## src/rtl/mem_access_unit.sv

```systemverilog
// Memory-access stage: one load/store at a time over a valid/ready data bus, results pulsed to writeback.
// Optional MEM_MISALIGN_CHECK_EN traps misaligned LH/LHU/SH/LW/SW locally and sends no bus request.
module mem_access_unit #(
  parameter int ADDR_W = 32,
  parameter int DATA_W = 32
) (
  input  logic              clock,
  input  logic              reset,
  input  logic              valid_i,
  output logic              ready_o,
  input  logic [3:0]        mem_op_i,
  input  logic [DATA_W-1:0] alu_result_i,
  input  logic [DATA_W-1:0] store_data_i,
  input  logic              wsel_i,
  input  logic              wena_i,
  input  logic [4:0]        waddr_i,
  input  logic              csr_wena_i,
  input  logic [31:0]       csr_waddr_i,
  input  logic [31:0]       csr_wdata_i,
  output logic              dmem_req_valid_o,
  input  logic              dmem_req_ready_i,
  output logic [ADDR_W-1:0] dmem_addr_o,
  output logic              dmem_wen_o,
  output logic [DATA_W-1:0] dmem_wdata_o,
  output logic [3:0]        dmem_wstrb_o,
  input  logic              dmem_resp_valid_i,
  input  logic [DATA_W-1:0] dmem_resp_rdata_i,
  output logic              we_o,
  output logic              wsel_o,
  output logic              wena_o,
  output logic [4:0]        waddr_o,
  output logic [DATA_W-1:0] alu_result_o,
  output logic [DATA_W-1:0] mem_result_o,
  output logic              csr_wena_o,
  output logic [31:0]       csr_waddr_o,
  output logic [31:0]       csr_wdata_o,
  output logic              misalign_o
);
  localparam logic [3:0] OP_LB = 4'd1, OP_LH = 4'd2, OP_LW = 4'd3, OP_LBU = 4'd4, OP_LHU = 4'd5;
  localparam logic [3:0] OP_SB = 4'd9, OP_SH = 4'd10, OP_SW = 4'd11;

  typedef enum logic [1:0] {S_IDLE, S_REQ, S_RESP, S_DONE} state_t;

  state_t            r_state;
  logic [3:0]        r_op;
  logic [1:0]        r_lo;
  logic              r_req_valid, r_wen, r_we, r_wsel, r_wena, r_csr_wena, r_misalign;
  logic [ADDR_W-1:0] r_addr;
  logic [DATA_W-1:0] r_wdata, r_alu, r_mem;
  logic [3:0]        r_wstrb;
  logic [4:0]        r_waddr;
  logic [31:0]       r_csr_waddr, r_csr_wdata;

  logic              w_is_mem, w_misalign;
  logic [3:0]        w_wstrb;
  logic [DATA_W-1:0] w_wdata, w_load_data;
  logic [7:0]        w_byte;
  logic [15:0]       w_half;

  always_comb begin
    w_is_mem = 1'b0;
    w_wstrb  = 4'b0000;
    w_wdata  = store_data_i;
    case (mem_op_i)
      OP_LB, OP_LH, OP_LW, OP_LBU, OP_LHU: w_is_mem = 1'b1;
      OP_SB: begin
        w_is_mem = 1'b1;
        w_wstrb  = 4'b0001 << alu_result_i[1:0];
        w_wdata  = {4{store_data_i[7:0]}};
      end
      OP_SH: begin
        w_is_mem = 1'b1;
        w_wstrb  = 4'b0011 << {alu_result_i[1], 1'b0};
        w_wdata  = {2{store_data_i[15:0]}};
      end
      OP_SW: begin
        w_is_mem = 1'b1;
        w_wstrb  = 4'b1111;
      end
      default: w_is_mem = 1'b0;
    endcase
  end

`ifdef MEM_MISALIGN_CHECK_EN
  always_comb begin
    w_misalign = 1'b0;
    case (mem_op_i)
      OP_LH, OP_LHU, OP_SH: w_misalign = alu_result_i[0];
      OP_LW, OP_SW:         w_misalign = (alu_result_i[1:0] != 2'b00);
      default:              w_misalign = 1'b0;
    endcase
  end
`else
  assign w_misalign = 1'b0;
`endif

  // Lane selection uses the low address bits captured at accept time
  assign w_byte = dmem_resp_rdata_i[{r_lo, 3'b000} +: 8];
  assign w_half = r_lo[1] ? dmem_resp_rdata_i[31:16] : dmem_resp_rdata_i[15:0];

  always_comb begin
    case (r_op)
      OP_LB:   w_load_data = {{24{w_byte[7]}}, w_byte};
      OP_LBU:  w_load_data = {24'd0, w_byte};
      OP_LH:   w_load_data = {{16{w_half[15]}}, w_half};
      OP_LHU:  w_load_data = {16'd0, w_half};
      OP_LW:   w_load_data = dmem_resp_rdata_i;
      default: w_load_data = '0;
    endcase
  end

  always_ff @(posedge clock) begin
    if (reset) begin
      r_state     <= S_IDLE;
      r_op        <= '0;
      r_lo        <= '0;
      r_req_valid <= 1'b0;
      r_wen       <= 1'b0;
      r_we        <= 1'b0;
      r_wsel      <= 1'b0;
      r_wena      <= 1'b0;
      r_csr_wena  <= 1'b0;
      r_misalign  <= 1'b0;
      r_addr      <= '0;
      r_wdata     <= '0;
      r_alu       <= '0;
      r_mem       <= '0;
      r_wstrb     <= '0;
      r_waddr     <= '0;
      r_csr_waddr <= '0;
      r_csr_wdata <= '0;
    end else begin
      r_we <= 1'b0;
      case (r_state)
        S_IDLE: begin
          if (valid_i) begin
            r_op        <= mem_op_i;
            r_lo        <= alu_result_i[1:0];
            r_wsel      <= wsel_i;
            r_wena      <= wena_i & ~w_misalign;
            r_waddr     <= waddr_i;
            r_alu       <= alu_result_i;
            r_mem       <= '0;
            r_csr_wena  <= csr_wena_i;
            r_csr_waddr <= csr_waddr_i;
            r_csr_wdata <= csr_wdata_i;
            r_misalign  <= w_misalign;
            if (w_is_mem && !w_misalign) begin
              r_req_valid <= 1'b1;
              r_addr      <= {alu_result_i[ADDR_W-1:2], 2'b00};
              r_wen       <= mem_op_i[3];
              r_wdata     <= w_wdata;
              r_wstrb     <= w_wstrb;
              r_state     <= S_REQ;
            end else begin
              r_we    <= 1'b1;
              r_state <= S_DONE;
            end
          end
        end
        S_REQ: begin
          if (dmem_req_ready_i) begin
            r_req_valid <= 1'b0;
            r_state     <= S_RESP;
          end
        end
        S_RESP: begin
          // Stores get w_load_data = 0 here, so mem_result stays 0 for them
          if (dmem_resp_valid_i) begin
            r_mem   <= w_load_data;
            r_we    <= 1'b1;
            r_state <= S_DONE;
          end
        end
        S_DONE:  r_state <= S_IDLE;
        default: r_state <= S_IDLE;
      endcase
    end
  end

  assign ready_o          = (r_state == S_IDLE);
  assign dmem_req_valid_o = r_req_valid;
  assign dmem_addr_o      = r_addr;
  assign dmem_wen_o       = r_wen;
  assign dmem_wdata_o     = r_wdata;
  assign dmem_wstrb_o     = r_wstrb;
  assign we_o             = r_we;
  assign wsel_o           = r_wsel;
  assign wena_o           = r_wena;
  assign waddr_o          = r_waddr;
  assign alu_result_o     = r_alu;
  assign mem_result_o     = r_mem;
  assign csr_wena_o       = r_csr_wena;
  assign csr_waddr_o      = r_csr_waddr;
  assign csr_wdata_o      = r_csr_wdata;
  assign misalign_o       = r_misalign;
endmodule

```

## config.mk

```make
export PLATFORM = sky130hd
export DESIGN_NAME = mem_access_unit
export DESIGN_NICKNAME = d
export VERILOG_FILES = /design/src/rtl/mem_access_unit.sv
export SDC_FILE = /design/constraint.sdc
export NUM_CORES = 1
export LEC_CHECK = 0
export ABC_AREA = 1
export ABC_CLOCK_PERIOD_IN_PS = 2029
export CAP_MARGIN = 20
export CORE_AREA = 2 2 151 153
export DETAILED_ROUTE_END_ITERATION = 12
export DIE_AREA = 0 0 153 155
export PLACE_DENSITY = 0.76
export SLEW_MARGIN = 25
export SYNTH_ARGS = -nofsm -noshare
export SYNTH_HDL_FRONTEND = slang
export SYNTH_SLANG_ARGS = --single-unit
```

## constraint.sdc

```tcl
create_clock -name clock -period 2.03 [get_ports clock]
set_input_delay 0.609 -clock clock [delete_from_list [all_inputs] [get_ports clock]]
set_output_delay 0.609 -clock clock [all_outputs]
set_load 0.1 [all_outputs]
```

### After elaboration in Yosys (flattened, before gate mapping)

Index checks and enable logic that the tools add are counted.

* equality and inequality tests: 20
* shift operators: 3
* muxes and demuxes: 21
* reduce and logical (&&, ||, !) cells: 9

Operator list (number)
* $pmux W32 S5: 1
* $pmux W32 S2: 2
* $mux W32: 2
* $shiftx A32 B6 Y8: 1
* $eq A4 B2 Y1 const B: 4
* $eq A4 B3 Y1 const B: 4
* $mux W16: 1
* $eq A4 B4 Y1 const B: 3
* $pmux W4 S3: 1
* $reduce_and A3 Y1: 3
* $eq A4 B1 Y1 const B: 2
* $mux W2: 4
* $pmux W2 S4: 1
* $reduce_or A8 Y1: 1
* $mux W1: 7
* $ne A2 B2 Y1 const B: 3
* $eq A2 B2 Y1 const B: 2
* $pmux W1 S2: 2
* $reduce_and A4 Y1: 1
* $reduce_bool A2 Y1: 2
* $shl A1 B2 Y4 const A: 1
* $shl A2 B2 Y4 const A: 1
* $eq A2 B1 Y1 const B: 1
* $logic_not A2 Y1: 1
* 2 further kinds: 2

* register bits after elaboration: 213
* input bits: 177
* logic and storage cells: 70

### Depth between registers and ports, before layout

Gate-level depths: netlist of the first run.

* word-level depth: 6
* gate-level depth with buffers: 10

### Worst setup path after synthesis of the first run

Ideal clock, no wire load.

* path type: flip-flop to flip-flop
* from: register r_state[0]
* to: register r_alu[10], in the netlist alu_result_o[10]
* setup time: 0.065 ns
* arrival: 2.196 ns
* path slack: -0.231 ns
* cell stages (with the launch flop): 9
* cells stage by stage: dfxtp_1 inv_1 ha_1 nand2_1 inv_2 buf_2 buf_2 nor2_1 nor2_1

* cells in the longest elaborated chain, start to end: 2

Ends and longest elaborated chain
* from (decl): line 44 `state_t r_state;`
* from (signal assigned): line 114 `r_state <= S_IDLE;`
* from (signal assigned): line 154 `r_state <= S_REQ;`
* from (signal assigned): line 157 `r_state <= S_DONE;`
* $logic_not A2 Y1
* via ready_o: line 10 `output logic ready_o,`
* $reduce_and A2 Y1 (no source line)
* to (signal assigned): line 142 `r_alu <= alu_result_i;`
* to (decl): line 49 `logic [DATA_W-1:0] r_wdata, r_alu, r_mem;`

The timed path passes the listed nets, and every way through them passes these cells.
A chain may end at the register's enable or synchronous reset.

### Final worst setup path of the first run

* from: register r_state[0]
* to: output port ready_o

* cells in the longest elaborated chain, start to end: 1

Ends and longest elaborated chain
* $logic_not A2 Y1: line 181 `assign ready_o = (r_state == S_IDLE);`
* to (decl): line 10

Every way passes these cells.

==> results.yml, run 1 <==
run_status:
  status: "finished, final reports clean"
synthesis:
  ys_types: 27
  avgSynthCellArea_um2: 7.16
  syn_area_mm2: 0.00865
  synth_edf_count: 0
  synth-main-ff-cell: "dfxtp_1"
  synth_top_area_share_pct: 48.8
  yosys-top-cells-area: "dfxtp_1 49%, nand2_1 11%, nor2_1 9.0%"
  async_reset_ff_share_pct: 0
  ys_ff_latch: 211
  yosysSeqAreaShare_pct: 48.8
  synth_top_cell_by_area: "dfxtp_1"
  yosys_warnings: 0
  netlist_instances: 1208
place:
  place_worst_setup_slack_ns: -0.298
  port_buffers: 382
  gp_congestion: 0.873
  hpwlAfterDp_um: 23300
  dpl.cell_count: 1847
job:
  cap_violations: 0
cts:
  cts-root-buf: "clkbuf_16"
  cts.htree.levels: 1
  post_cts_buffers: 0
  cts.sinks: 211
  cts_buffer_depth: 3
  clk_latency_ns: 0.53
  cts_tree: "done"
  cts_resized: 0
  ctsHoldBuffers: 0
  cts_made_buffers: 25
  path_clk_slew_ns: 0.06
final_layout:
  final_nets: 1769
  fillers: 1587
  drive_gt1_share_pct: 19.3
  regArea_mm2: 0.00423
  syn_to_final_growth_pct: 83.4
  multiInputGateArea_mm2: 0.00377
  instances_no_fill: 1890
power_and_ir_drop:
  power_leakage_nw: 6.70
  power_density_mw_per_mm2: 1510
  power_mw: 23.9
  ir_drop_mv: 1.22
global_routing:
  grt_pass1_vias: 9315
  antenna_found_initial: 1
  grt_pass1_wl_um: 48700
  grt_start_max_net_pins: 93
  gr-total-overflow: 0
  gr-usage-all-layers_pct: 25.2
min_path:
  holdCritStartpoint: "dmem_addr_o[10]$_SDFFE_PP0P_"
  min_to: "dmem_addr_o[10]$_SDFFE_PP0P_"
  hp-class: "flop to flop"
  min_path_cells: 2
timing:
  layout_setup_ws_ns: 0.0642
  rsz0062_at_grt: "no"
  hold_viol: 0
  slew_headroom_pct: 60.0
  final_max_slew_viol_count: 0
  final.setup_skew_ns: 0.0174
  max_freq_mhz: 509
  min_period_ns: 1.97
  finalCritPeriodShare_pct: 96.8
  final-setup-viol-count: 0
  worstMarginPinSlew_ns: 0.599
route:
  antenna_left: 0
  drtIter0Drc: 625
  dr_total_vias: 9473
  firstDrtPassIters: 5
  wire_per_inst_um: 16.7
  via_per_inst: 5.01
  drt_wl_total_um: 31600
  drc: 0
die:
  core_area_mm2: 0.0222
  start_util_pct: 38.9
  dieArea_mm2: 0.0237
  row_count: 55
  die_w_um: 153
  die_h_um: 155
  num_io_pins: 386
critical_path:
  worstRegToRegCells: 8
  cp.required_ns: 1.42
  critical_path.startpoint: "r_state[0]$_SDFFE_PP0P_"
  cp.arrival_ns: 1.36
  r2r-start: "r_state[0]$_SDFFE_PP0P_"
  worst_r2r_endpoint: "dmem_wstrb_o[2]$_SDFFE_PP0P_"
  rrSetupSlack_ns: 0.31
  startpoint_type: "flop"
  endpoint_kind: "primary output"
  cp_max_fo: 4
  crit_type: "flop to primary output"
-- layout make-up --
class / instances / share of cell area (%)
Timing Repair Buffer: 431 / 40.6
Sequential cell: 211 / 26.6
Multi-Input combinational cell: 850 / 23.7
Clock buffer: 36 / 4.46
Tap cell: 285 / 2.25
Inverter: 70 / 1.68
Clock inverter: 6 / 0.623
Antenna cell: 1 / 0.0158
-- where the power goes --
| part | internal (mW) | leakage (nW) | switching, mW |
|---|---|---|---|
| clock network | 2.67 | 0.395 | 1.73 |
| logic | 4.69 | 4.58 | 8.87 |
| registers | 5.03 | 1.73 | 0.938 |
| total | 12.4 | 6.70 | 11.5 |
-- cell usage in the layout, fill, tap and decap left out, types with 3 or more instances in the layout --
master | synthesis | layout
a21oi_1 | 124 | 124
and2_1 | 16 | 16
buf_12 | 0 | 221
buf_4 | 9 | 34
clkbuf_1 | 40 | 7
clkbuf_16 | 0 | 25
clkbuf_8 | 0 | 4
clkdlybuf4s50_1 | 0 | 175
clkinv_2 | 0 | 3
conb_1 | 1 | 3
dfxtp_1 | 211 | 209
inv_1 | 63 | 62
inv_2 | 6 | 5
nand2_1 | 262 | 261
nand2_2 | 2 | 3
nand3_1 | 61 | 61
nor2_1 | 208 | 208
o21ai_0 | 151 | 151
o21ai_1 | 12 | 12
-- how the worst max path moves through the flow --
stage	to	slack [ns]	cells past startpoint
6_report	ready_o	0.06	3
3_5_place_dp	dmem_wstrb_o[2]$_SDFFE_PP0P_	-0.30	9
5_1_grt	ready_o	0.02	3
3_3_place_gp	dmem_wstrb_o[1]$_SDFFE_PP0P_	-0.19	9
2_1_floorplan	mem_result_o[22]$_SDFFE_PP0P_	0.13	8
4_1_cts	ready_o	0.02	3
-- per-layer routing --
metal / vias to the layer above / global-route usage (%) / routed length (um)
met5: - / 0 / 0
met2: 418 / 44.0 / 15700
li1: 4635 / - / -
met4: 0 / 9.35 / 1130
met3: 72 / 6.66 / 2700
met1: 4348 / 29.7 / 12100
-- logic make-up (layout without fill, tap and decap cells) --
kind of cell    count (synthesis)  count (layout)  synth area share (%)
simple gates                  556             556                  26.1
compound gates                288             288                  16.7
flops                         211             211                  48.8
buf+inv                       149             543                  7.86
fa+ha+maj                       3               3                 0.434
other cells                     1               4                0.0434
-- through the flow --
step	utilization, %	hold slack, ns	area [um2]	TNS [ns]
2_1_floorplan	-	0.457	8660	0
3_3_place_gp	67.7	0.474	15000	-9.86
3_5_place_dp	67.7	0.489	15000	-19.70
4_1_cts	71.3	0.498	15800	0
5_1_grt	71.4	0.517	15900	0
6_report	71.4	0.495	15900	0
-- state kept, by name, indices dropped and copies added, names as in the netlist, 2 cells and up --
signal and count:
alu_result_o 31, csr_waddr_o 32, csr_wdata_o 32, dmem_addr_o 30, dmem_wdata_o 32, dmem_wstrb_o 4, mem_result_o 32, r_op 4
r_state 2, waddr_o 5
-- synth_stat cells, drive strengths merged, types with 3 or more instances --
cell and number:
a21oi 125, clkbuf 40, and2 16, inv 69
dfxtp 211, nor2 210, nand3 62, o21ai 163
ha 3, buf 39, nand2 264
-- critical path: stages (launching register included) --
cell	delay [ns]
dfxtp_1	0.31
inv_1	0.15
ha_4	0.20
buf_12	0.18
Power figures use the tool's default switching activity.
==> run 2: changes to the inputs <==
--- a/config.mk
+++ b/config.mk
@@ -8,10 +8,10 @@
 export ABC_AREA = 1
 export ABC_CLOCK_PERIOD_IN_PS = 2029
 export CAP_MARGIN = 20
-export CORE_AREA = 2 2 151 153
+export CORE_MARGIN = 3
+export CORE_UTILIZATION = 42
 export DETAILED_ROUTE_END_ITERATION = 12
-export DIE_AREA = 0 0 153 155
-export PLACE_DENSITY = 0.76
+export PLACE_DENSITY = 0.81
 export SLEW_MARGIN = 25
 export SYNTH_ARGS = -nofsm -noshare
 export SYNTH_HDL_FRONTEND = slang
==> run 2 against run 1 <==
  * Combinational power is essentially flat
  * Clock power is 5.2% lower
  * Core utilization increased by 8.0 points
  * First-iteration DRC count is 6.1% lower
  * Worst hold slack improved by 0.0033 ns
  * Clock skew down 0.0080 ns
  * Fmax shrank 0.48%
==> results.yml, run 2 (same netlist as run 1, synthesis figures left out) <==
timing:
  slew_headroom_pct: 59.9
  min_period_ns: 1.98
  final_max_slew_viol_count: 0
  max_freq_mhz: 506
  rsz0062_at_grt: "no"
  worstMarginPinSlew_ns: 0.602
  finalCritPeriodShare_pct: 97.3
  final.setup_skew_ns: 0.00947
  setup_tns_ns: 0
  whs_ns: 0.498
  final-setup-viol-count: 0
  hold_viol: 0
power_and_ir_drop:
  pwr-share-clk_pct: 17.6
  p_seq_share_pct: 25.1
  intPower_mw: 12.2
  power_leakage_nw: 6.67
  power_density_mw_per_mm2: 1510
  ir_drop_mv: 1.07
  p_comb_share_pct: 57.3
  p_switching_mw: 11.5
  netSwitchingFraction_pct: 48.6
die:
  start_util_pct: 43.6
  core_area_mm2: 0.0198
  die_h_um: 149
  die_w_um: 149
  row_count: 51
  dieArea_mm2: 0.0223
  num_io_pins: 386
final_layout:
  final_nets: 1767
  final_common_cell: "nand2_1"
  syn_to_final_growth_pct: 82.1
  fin_area_mm2: 0.0157
  instances_no_fill: 1869
  drive_gt1_share_pct: 19.2
  final_core_util_pct: 79.4
  final_cell_mix: "261 x nand2_1, 219 x buf_12, 209 x dfxtp_1"
  antenna-diode-count: 0
route:
  antenna_left: 0
  via_per_inst: 5.11
  drc: 0
  wire_per_inst_um: 17.9
  drtIter0Drc: 587
  drt_wl_total_um: 33400
  wl_met3_um: 3090
  dr_wl_met2_um: 16200
  dr_total_vias: 9559
  highest_layer: "met5"
  m1WireLength_um: 12200
  firstDrtPassIters: 5
cts:
  post_cts_buffers: 0
  clk_latency_ns: 0.51
  cts_made_buffers: 23
  cts_buffer_depth: 3
  path_clk_slew_ns: 0.05
  cts_resized: 0
  cts-root-buf: "clkbuf_16"
  cts_tree: "done"
  cts.sinks: 211
  ctsHoldBuffers: 0
  cts.htree.levels: 1
critical_path:
  cp_max_fo: 4
  cp.required_ns: 1.42
  cp.arrival_ns: 1.37
  startpoint_type: "flop"
  crit_type: "flop to primary output"
  endpoint_kind: "primary output"
job:
  cap_violations: 0
global_routing:
  gr-total-overflow: 0
  gr-usage-all-layers_pct: 28.6
  grt_pass1_wl_um: 51000
  antenna_found_initial: 1
  grt_start_max_net_pins: 64
  grt_pass1_vias: 9498
place:
  gp_congestion: 0.942
  place_area_mm2: 0.0150
  port_buffers: 382
  hpwlAfterDp_um: 25200
  dpl.cell_count: 1827
min_path:
  hp-class: "flop to flop"
run_status:
  status: "finished, final reports clean"
## run 2: cell types whose count changed in the layout (fill, tap and decap cells not counted), moves of 2 or more
cell	change
clkbuf_1	+2
buf_12	-2
clkbuf_16	-2
buf_4	+2
clkbuf_8	+4
## run 2: worst max-delay path: stages (launching register included)
cell,delay [ns]
dfxtp_1,0.31
inv_1,0.10
ha_2,0.26
buf_12,0.19
## run 2: per-stage QoR
stage          setup slack (ns)  power [mW]
3_3_place_gp            -0.0906        19.4
3_5_place_dp             -0.146        19.6
6_report                 0.0547        23.7
2_1_floorplan             0.127        14.1
5_1_grt                 0.00390        24.6
4_1_cts                  0.0361        23.8
## run 2: final cells by class
cell class	instances	area [um2]
fill	1173	4100
tap	265	332
timing repair buffer	431	6410
sequential	211	4230
clock inverter	2	38.8
inverter	70	265
multi-input combinational	850	3760
clock buffer	40	719
## run 2: power groups by stage
stage	logic (mW)	clock network [mW]	registers, mW
after floorplan	2.71	0	11.4
final	13.6	4.17	5.95
after global placement	13.4	0	5.98
after CTS	13.6	4.23	5.95
after detailed placement	13.6	0	6.02
after global routing	14.1	4.38	6.04
## run 2: worst paths after layout
kind / slack [ns] / start / endpoint / cells past startpoint
worst max-delay path: 0.05 / r_state[0]$_SDFFE_PP0P_ / ready_o / 3
worst min-delay path: 0.50 / mem_result_o[6]$_SDFFE_PP0P_ / mem_result_o[6]$_SDFFE_PP0P_ / 2
worst max register to register: 0.30 / r_state[0]$_SDFFE_PP0P_ / csr_waddr_o[9]$_SDFFE_PP0P_ / 7
worst min register to register: 0.50 / mem_result_o[6]$_SDFFE_PP0P_ / mem_result_o[6]$_SDFFE_PP0P_ / 2
## run 2: metal layers
metal | track usage (%) | vias up
li1 | - | 4630
met5 | 0 | -
met4 | 14.4 | 2
met1 | 33.2 | 4344
met3 | 8.18 | 118
met2 | 48.2 | 465
==> run 3: changes to the inputs <==
--- a/config.mk
+++ b/config.mk
@@ -12,6 +12,7 @@
 export CORE_UTILIZATION = 42
 export DETAILED_ROUTE_END_ITERATION = 12
 export PLACE_DENSITY = 0.81
+export SETUP_SLACK_MARGIN = 0.3
 export SLEW_MARGIN = 25
 export SYNTH_ARGS = -nofsm -noshare
 export SYNTH_HDL_FRONTEND = slang
==> run 3 against run 2 <==
  * Critical path depth increased by 7
  * Routed wire length increased by 27%
  * Design area increased by 8.4%
  * Worst setup slack improved by 0.075 ns
  * Flip-flop and latch count unchanged
  * Worst hold slack got worse by 0.013 ns
  * Critical path type is now flop to flop
  * First-iteration DRC count increased by 58%
  * Total power increased by 10%
==> results.yml, run 3 (same netlist as run 1, synthesis figures left out) <==
cts:
  cts.htree.levels: 1
  cts.sinks: 211
  cts_tree: "done"
  ctsHoldBuffers: 0
  cts_made_buffers: 24
  clk_latency_ns: 0.51
  cts_buffer_depth: 3
  path_clk_slew_ns: 0.07
  cts-root-buf: "clkbuf_16"
critical_path:
  cpPeakStageDelay_ns: 0.33
  cp.required_ns: 2.43
  critical_path.startpoint: "r_state[0]$_SDFFE_PP0P_"
  worstRegToRegCells: 10
  worst_r2r_endpoint: "dmem_addr_o[18]$_SDFFE_PP0P_"
  critical_path_buf_inv_count: 5
  cp_slowest_cell: "dfxtp_2"
  rrSetupSlack_ns: 0.13
  crit_family: "buffers and inverters"
  r2r-start: "r_state[0]$_SDFFE_PP0P_"
  cp.depth: 10
  crit_chain: "inv_4, ha_4, buf_4, buf_6, nand2_8, nor2_4, buf_8, clkbuf_16, o21ai_1, a21oi_1"
  startpoint_type: "flop"
  endpoint_kind: "flop"
  cp.arrival_ns: 2.31
  crit_type: "flop to flop"
  cp_max_fo: 8
global_routing:
  gr-usage-all-layers_pct: 30.0
  antenna_found_initial: 1
  grt_pass1_wl_um: 53800
  grt_start_max_net_pins: 111
  grt_pass1_vias: 9960
  gr-total-overflow: 0
run_status:
  status: "finished, final reports clean"
min_path:
  hp-class: "flop to flop"
  min_path_cells: 2
  min_to: "mem_result_o[2]$_SDFFE_PP0P_"
  holdCritStartpoint: "mem_result_o[2]$_SDFFE_PP0P_"
timing:
  final.setup_skew_ns: 0.00979
  finalCritPeriodShare_pct: 93.6
  worstMarginPinSlew_ns: 0.861
  slew_headroom_pct: 42.6
  hold_viol: 0
  setup_tns_ns: 0
  min_period_ns: 1.90
  final_max_slew_viol_count: 0
  final-setup-viol-count: 0
  rsz0062_at_grt: "yes"
  max_freq_mhz: 526
power_and_ir_drop:
  power_leakage_nw: 7.24
  power_mw: 26.1
  power_density_mw_per_mm2: 1530
  ir_drop_mv: 1.15
route:
  via_per_inst: 5.65
  wire_per_inst_um: 22.3
  dr_total_vias: 10800
  drt_wl_total_um: 42600
  firstDrtPassIters: 6
  antenna_left: 0
  drc: 0
  drtIter0Drc: 927
job:
  cap_violations: 0
final_layout:
  final_nets: 1810
  syn_to_final_growth_pct: 97.4
  final_common_cell: "nand2_1"
  drive_gt1_share_pct: 30.9
  final_cell_mix: "231 x nand2_1, 221 x buf_12, 202 x nor2_1"
place:
  port_buffers: 382
  hpwlAfterDp_um: 25400
  gp_congestion: 0.854
die:
  row_count: 51
  die_h_um: 149
  start_util_pct: 43.6
  dieArea_mm2: 0.0223
  core_area_mm2: 0.0198
  num_io_pins: 386
  die_w_um: 149
## run 3: how the worst max path moves through the flow
stage                                               end  slack [ns]
after detailed placement   dmem_addr_o[29]$_SDFFE_PP0P_       -0.20
after global routing      mem_result_o[23]$_SDFFE_PP0P_        0.09
after CTS                                       ready_o        0.18
after floorplan           mem_result_o[20]$_SDFFE_PP0P_        0.30
final                      dmem_addr_o[18]$_SDFFE_PP0P_        0.13
after global placement    dmem_wdata_o[11]$_SDFFE_PP0P_       -0.13
## run 3: stage by stage
stage               worst slack [ns]  utilization [%]  hold slack (ns)  std cells  cell area (um2)
detailed placement            -0.199             75.6            0.491       1830            15000
finish                         0.129             86.0            0.485       1912            17100
global placement              -0.130             75.6            0.473       1830            15000
CTS                            0.177             80.0            0.499       1877            15900
floorplan                      0.302                -            0.457       1210             8670
global route                  0.0917             86.0            0.504       1912            17100
## run 3: worst reg2reg max path, delay by kind of cell (launching register included)
family                     cells  cell delay, ns
buffers and inverters          5            0.68
AOI/OAI and AO/OA              2            0.34
DFF                            1            0.33
and+or+nand+nor                2            0.31
adders and majority gates      1            0.15
## run 3: area by class of cell
type / instances / area (um2)
multi-input cells: 850 / 4210
fillers: 952 / 2780
diodes: 1 / 2.50
clock inverters: 7 / 113
repair buffers: 471 / 7110
repair inverters: 2 / 15.0
clock buffers: 35 / 704
inverters: 70 / 277
flip-flops and latches: 211 / 4300
well taps: 265 / 332
## run 3: power breakdown
group / internal, mW / switching (mW) / total (mW)
clock network: 2.78 / 1.80 / 4.58
registers: 5.09 / 1.05 / 6.13
logic: 5.57 / 9.86 / 15.4
total: 13.4 / 12.7 / 26.1
## run 3: repair_timing
action                     4_1_cts  5_1_grt
resized for setup               18      248
buffers inserted                 5       14
gates cloned                     0       20
setup endpoints to repair       17      174
pin swaps                        1       35
## run 3: per-layer routing
metal	up-vias	track usage (%)	wire length, um
met3	221	8.09	4320
met2	783	54.2	21300
li1	4749	-	-
met1	5042	34.0	14100
met4	0	10.8	2820
met5	-	0	0
